$ cat src/rtl/mdu_ctrl.sv
// HI/LO owner for the MIPS multiply/divide unit: fixed-latency multiply,
// 32-step restoring divide with sign fix-up, MTHI/MTLO writes and flush cancel.
module mdu_ctrl #(
  parameter int MUL_CYCLES = 5
) (
  input  logic        clk,
  input  logic        rst,
  input  logic        start,
  input  logic [2:0]  op,
  input  logic [31:0] a,
  input  logic [31:0] b,
  input  logic        flush,
  output logic        busy,
  output logic        done,
  output logic [31:0] hi,
  output logic [31:0] lo
);

  localparam int DIV_ITER = 32;

  localparam logic [2:0] OP_NONE  = 3'b000;
  localparam logic [2:0] OP_MULT  = 3'b001;
  localparam logic [2:0] OP_MULTU = 3'b010;
  localparam logic [2:0] OP_DIV   = 3'b011;
  localparam logic [2:0] OP_DIVU  = 3'b100;
  localparam logic [2:0] OP_MTHI  = 3'b101;
  localparam logic [2:0] OP_MTLO  = 3'b110;
  localparam logic [2:0] OP_RSVD  = 3'b111;

  localparam logic [4:0] MUL_LOAD = 5'(MUL_CYCLES - 1);
  localparam logic [4:0] DIV_LOAD = 5'(DIV_ITER - 1);

  typedef enum logic [1:0] {S_IDLE, S_MUL, S_DIV, S_DFIX} state_t;

  state_t       state_q, state_d;
  logic [4:0]   cnt_q, cnt_d;
  logic [63:0]  prod_q, prod_d;
  logic [31:0]  rem_q, rem_d;
  logic [31:0]  quo_q, quo_d;
  logic [31:0]  dvsr_q, dvsr_d;
  logic         qneg_q, qneg_d;
  logic         rneg_q, rneg_d;
  logic [31:0]  hi_q, hi_d;
  logic [31:0]  lo_q, lo_d;
  logic         done_q, done_d;

  logic                accept;
  logic                div_sx;
  logic signed [63:0]  mul_a, mul_b, mul_p;
  logic [32:0]         shifted, diff;

  function automatic logic [31:0] mag(input logic [31:0] v, input logic sgn);
    return (sgn && v[31]) ? (~v + 32'd1) : v;
  endfunction

  function automatic logic [31:0] neg_if(input logic [31:0] v, input logic n);
    return n ? (~v + 32'd1) : v;
  endfunction

  assign accept = (state_q == S_IDLE) && start && !flush &&
                  (op != OP_NONE) && (op != OP_RSVD);
  assign div_sx = (op == OP_DIV);

  // Sign-extend to 64 bits so one signed multiplier serves MULT and MULTU.
  assign mul_a = {{32{(op == OP_MULT) & a[31]}}, a};
  assign mul_b = {{32{(op == OP_MULT) & b[31]}}, b};
  assign mul_p = mul_a * mul_b;

  // Dividend bits stream out of quo_q MSB-first while quotient bits enter at the LSB.
  assign shifted = {rem_q, quo_q[31]};
  assign diff    = shifted - {1'b0, dvsr_q};

  always_comb begin
    state_d = state_q;
    cnt_d   = cnt_q;
    prod_d  = prod_q;
    rem_d   = rem_q;
    quo_d   = quo_q;
    dvsr_d  = dvsr_q;
    qneg_d  = qneg_q;
    rneg_d  = rneg_q;
    hi_d    = hi_q;
    lo_d    = lo_q;
    done_d  = 1'b0;

    case (state_q)
      S_IDLE: begin
        if (accept) begin
          case (op)
            OP_MULT, OP_MULTU: begin
              prod_d  = mul_p;
              cnt_d   = MUL_LOAD;
              state_d = S_MUL;
            end
            OP_DIV, OP_DIVU: begin
              rem_d   = '0;
              quo_d   = mag(a, div_sx);
              dvsr_d  = mag(b, div_sx);
              qneg_d  = div_sx & (a[31] ^ b[31]);
              rneg_d  = div_sx & a[31];
              cnt_d   = DIV_LOAD;
              state_d = S_DIV;
            end
            OP_MTHI: hi_d = a;
            OP_MTLO: lo_d = a;
            default: ;
          endcase
        end
      end

      S_MUL: begin
        if (flush) begin
          state_d = S_IDLE;
        end else if (cnt_q == '0) begin
          hi_d    = prod_q[63:32];
          lo_d    = prod_q[31:0];
          done_d  = 1'b1;
          state_d = S_IDLE;
        end else begin
          cnt_d = cnt_q - 5'd1;
        end
      end

      S_DIV: begin
        if (flush) begin
          state_d = S_IDLE;
        end else begin
          if (!diff[32]) begin
            rem_d = diff[31:0];
            quo_d = {quo_q[30:0], 1'b1};
          end else begin
            rem_d = shifted[31:0];
            quo_d = {quo_q[30:0], 1'b0};
          end
          if (cnt_q == '0) state_d = S_DFIX;
          else             cnt_d   = cnt_q - 5'd1;
        end
      end

      S_DFIX: begin
        state_d = S_IDLE;
        if (!flush) begin
          lo_d   = neg_if(quo_q, qneg_q);
          hi_d   = neg_if(rem_q, rneg_q);
          done_d = 1'b1;
        end
      end

      default: state_d = S_IDLE;
    endcase
  end

  always_ff @(posedge clk or posedge rst) begin
    if (rst) begin
      state_q <= S_IDLE;
      cnt_q   <= '0;
      prod_q  <= '0;
      rem_q   <= '0;
      quo_q   <= '0;
      dvsr_q  <= '0;
      qneg_q  <= 1'b0;
      rneg_q  <= 1'b0;
      hi_q    <= '0;
      lo_q    <= '0;
      done_q  <= 1'b0;
    end else begin
      state_q <= state_d;
      cnt_q   <= cnt_d;
      prod_q  <= prod_d;
      rem_q   <= rem_d;
      quo_q   <= quo_d;
      dvsr_q  <= dvsr_d;
      qneg_q  <= qneg_d;
      rneg_q  <= rneg_d;
      hi_q    <= hi_d;
      lo_q    <= lo_d;
      done_q  <= done_d;
    end
  end

  assign busy = (state_q != S_IDLE);
  assign done = done_q;
  assign hi   = hi_q;
  assign lo   = lo_q;

endmodule

$ cat config.mk
export PLATFORM = sky130hd
export DESIGN_NAME = mdu_ctrl
export DESIGN_NICKNAME = d
export VERILOG_FILES = /design/src/rtl/mdu_ctrl.sv
export SDC_FILE = /design/constraint.sdc
export NUM_CORES = 2
export LEC_CHECK = 0
export BUFFER_PORTS_ARGS = -buffer_cell sky130_fd_sc_hd__buf_2
export CELL_PAD_IN_SITES_DETAIL_PLACEMENT = 1
export CELL_PAD_IN_SITES_GLOBAL_PLACEMENT = 2
export CORE_ASPECT_RATIO = 1.1
export CORE_MARGIN = 2
export CORE_UTILIZATION = 42
export CTS_BUF_LIST = sky130_fd_sc_hd__clkbuf_2
export CTS_CLUSTER_DIAMETER = 80
export CTS_CLUSTER_SIZE = 8
export DETAILED_ROUTE_END_ITERATION = 7
export GPL_TIMING_DRIVEN = 0
export PLACE_DENSITY_LB_ADDON = 0.1
export SLEW_MARGIN = 20
export SYNTH_ARGS = -nofsm -noshare
export SYNTH_HDL_FRONTEND = slang
export SYNTH_SLANG_ARGS = --single-unit
$ cat constraint.sdc
create_clock -name clk -period 9 [get_ports clk]
set_input_delay 0 -clock clk [delete_from_list [all_inputs] [get_ports clk]]
set_output_delay 0 -clock clk [all_outputs]
set_load 0.005 [all_outputs]
==> Implementation_results.wiki <==
{| class="wikitable"
! Metric !! Value
|-
| Crit path launch type || primary input
|-
| Flip-flop and latch count after synthesis || 234
|-
| Setup repair after global routing missed its margin || no
|-
| Type of destination of the critical path || register
|-
| Status || finished clean
|-
| X dimension of the die || 340 um
|-
| Count of unresolved DRC violations after routing || 0
|-
| Total global routing overflow || 0
|-
| Distinct cell type count after synthesis || 84
|-
| Number of standard-cell rows in the floorplan || 135
|-
| Final instance area || 56,700 sq um
|-
| Standard cell area after detailed placement || 55,100 sq um
|-
| Root cell of the clock tree || sky130_fd_sc_hd__clkbuf_2
|-
| Warnings from Yosys || 0
|-
| Via/cell ratio || 5.47
|-
| Slew Limit Fails || 0
|-
| Total I/O pin count || 137
|-
| Routability congestion estimate from global placement || 0.970
|-
| Final WL || 220 mm
|-
| CTS tree || done
|-
| Ys async rst share || 100%
|-
| Hold violation count in the final report || 0
|-
| H-tree level count || 2
|-
| Longest Clk Path Bufs || 3
|-
| Count of routing violations after the opening detailed-route iteration || 3,116
|-
| Via Count || 42,716
|-
| Die Area || 127,000 sq um
|-
| Largest net degree at the start of global routing || 84
|-
| Count of final setup violators || 0
|-
| P&R area growth vs syn || 8.73%
|-
| Number of inserted filler cells in the final layout || 14,564
|-
| Worst stage delay on the critical path || 0.86 ns
|-
| Initial core utilization || 42.3%
|-
| Initial antenna violation count || 31
|-
| Max stage delay cell, worst path || sky130_fd_sc_hd__clkbuf_1
|-
| Parity-gate share of the synthesized area counting xor and xnor cells || 3.63%
|-
| Highest fanout seen on the critical path || 10
|-
| Arr. time, crit path || 9.68 ns
|-
| Average size of a mapped cell || 8.85 sq um
|-
| Half-perimeter wire length after detailed placement || 182 mm
|-
| Core Region || 123,000 sq um
|-
| Overall global routing resource usage || 35.2%
|-
| Leading cell type in the layout, fill and taps excluded || sky130_fd_sc_hd__inv_1
|-
| Max Cap Viol || 0
|-
| Share of final-layout standard cells stronger than drive strength 1 || 4.76%
|-
| Number of enable-type register cells in the synthesized netlist || 0
|-
| Dominant combinational cell family by area after synthesis || adder cells
|-
| Fraction of synthesized area in multiplexers || 0.629%
|-
| Final period utilization || 98.8%
|-
| # nets final || 7,608
|-
| Worst setup skew after layout || 0.0933 ns
|-
| Area of the mapped netlist || 52,100 sq um
|-
| Port Buffers || 102
|-
| CTS sink count || 234
|-
| Main synth FF type || sky130_fd_sc_hd__dfrtp_1
|-
| Y dimension of the die || 373 um
|-
| Most frequent cells in the layout || sky130_fd_sc_hd__inv_1 (1,207), sky130_fd_sc_hd__fa_1 (1,123), sky130_fd_sc_hd__nand2_1 (1,058), sky130_fd_sc_hd__and2_1 (297), sky130_fd_sc_hd__o21ai_0 (272)
|-
| Mean routed wirelength per cell || 28.2 um
|-
| Fraction of the mapped netlist area in simple logic gates || 14.7%
|-
| Top achievable clock speed || 0.112 GHz
|-
| Kind of critical path || in2reg
|-
| Complex-gate fraction of the synthesized area || 9.04%
|-
| Class of the tightest hold or removal check || in2reg
|-
| Relative slew slack || 22.1%
|-
| Synth Instances || 5,891
|-
| Slew at the pin closest to its max-slew limit || 1.17 ns
|-
| Required @ worst endpoint || 9.79 ns
|-
| Via count of the first global-routing pass || 46,999
|-
| Wire length of the first global-routing pass || 322 mm
|-
| Clock Latency Late Sink || 0.99 ns
|-
| Shortest period the worst path allows || 8.89 ns
|-
| Adder and majority cell fraction of the synthesized area || 49.3%
|-
| Clk pin slew, worst setup/hold paths || 0.16 ns
|-
| Post-DRT Antenna Nets || 0
|-
| Sequential element share of the synthesized area || 11.2%
|-
| Most frequent CP cell || sky130_fd_sc_hd__fa_1
|-
| Number of nets in the synthesized netlist || 7,342
|-
| Drt first pass iters || 5
|-
| Inserted Clock Buffers || 35
|}
==> registers in the layout (all words and copies together) (netlist names), 2 cells and up <==
register  count
cnt_q         5
state_q       2
hi           32
dvsr_q       32
quo_q        32
rem_q        32
prod_q       64
lo           32
==> metrics by stage <==
step	instances	setup TNS, ns	worst slack [ns]	utilization, %	hold WS, ns
2_1_floorplan	5891	0	0.738	-	0.0664
3_3_place_gp	7637	-180.76	-2.47	44.4	0.242
3_5_place_dp	7650	-42.73	-2.60	44.7	0.104
4_1_cts	7809	0	0.0153	45.9	0.00745
5_1_grt	7804	0	0.00919	46.0	0.0517
6_report	7807	0	0.106	46.0	0.00472
==> final cells by class <==
class                   count  area, sq um  share of cell area [%]
diodes                      4         10.0                  0.0177
plain buffers             360         1510                    2.66
clock buffers              36          180                   0.318
clock inverters             3         42.5                  0.0751
inverters                1209         4550                    8.03
multi-input cells        4075        40400                    71.2
flip-flops and latches    234         5860                    10.3
well taps                1644         2060                    3.63
repair buffers            242         2100                    3.71
==> per-layer routing <==
metal  global-route usage (%)  vias up  part of all wire, %
met4                     17.0        2                  6.0
met3                     5.17      371                  6.8
li1                         -    18250                    -
met1                     45.9    22599                   41
met5                        0        -               0.0059
met2                     57.4     1494                   46
==> final timing paths <==
path                       depth (start not counted)         end  slack (ns)  startpoint
max                                               26  prod_q[62]        0.11       b[26]
min                                                8   quo_q[28]       0.005       a[26]
max reg2reg                                       15    rem_q[1]        4.19   quo_q[31]
min reg2reg                                        2      hi[10]        0.49      hi[10]
max in group asynchronous                          6       lo[9]        7.46         rst
min in group asynchronous                          4      hi[26]        0.26         rst
==> Yosys cell counts, drive strengths merged (5+ instances only) <==
master | instances | area share [%]
nand2 | 1058 | 7.6
buf | 66 | 0.50
nand3 | 23 | 0.22
or2 | 10 | 0.12
xnor2 | 146 | 2.5
a211o | 5 | 0.084
nor3b | 5 | 0.094
xor2 | 70 | 1.2
a221o | 5 | 0.096
nand4 | 12 | 0.14
o21ai | 299 | 2.9
clkbuf | 307 | 2.2
o221ai | 6 | 0.10
o41ai | 18 | 0.36
a21oi | 179 | 1.7
nor3 | 25 | 0.24
fa | 1126 | 43
a31oi | 21 | 0.25
or4 | 10 | 0.17
o21bai | 12 | 0.17
and3 | 23 | 0.28
nand2b | 23 | 0.33
a21o | 49 | 0.71
o21a | 8 | 0.12
ha | 254 | 6.1
a211oi | 11 | 0.16
nor2 | 139 | 1.0
mux2 | 6 | 0.13
a221oi | 30 | 0.52
nor4 | 14 | 0.21
mux2i | 26 | 0.50
nor2b | 9 | 0.11
o211ai | 10 | 0.14
or3 | 28 | 0.37
o31ai | 33 | 0.50
a22o | 36 | 0.60
dfrtp | 234 | 11
inv | 1209 | 8.7
and2 | 299 | 3.6
==> worst max-delay path: cells and delay by family <==
family,cells,cell delay (ns)
buf+inv,5,2.20
mux,1,0.21
fa+ha+maj,9,4.39
compound gates,10,2.45
simple gates,1,0.39
==> cell families after synthesis <==
family / Yosys count
AOI/OAI and AO/OA: 758
xor gates and xnor gates: 216
adders and majority gates: 1380
buffers and inverters: 1582
DFF: 234
muxes: 32
and+or+nand+nor: 1689
==> what timing repair did <==
item,CTS,global route
pin swaps,1,0
resized for setup,22,73
hold buffers,121,3
buffers inserted,3,0
hold endpoints to repair,302,7
setup endpoints to repair,20,7
Power is not shown: default switching activity piles up to over one toggle a cycle in this logic, so the estimate is an artifact.
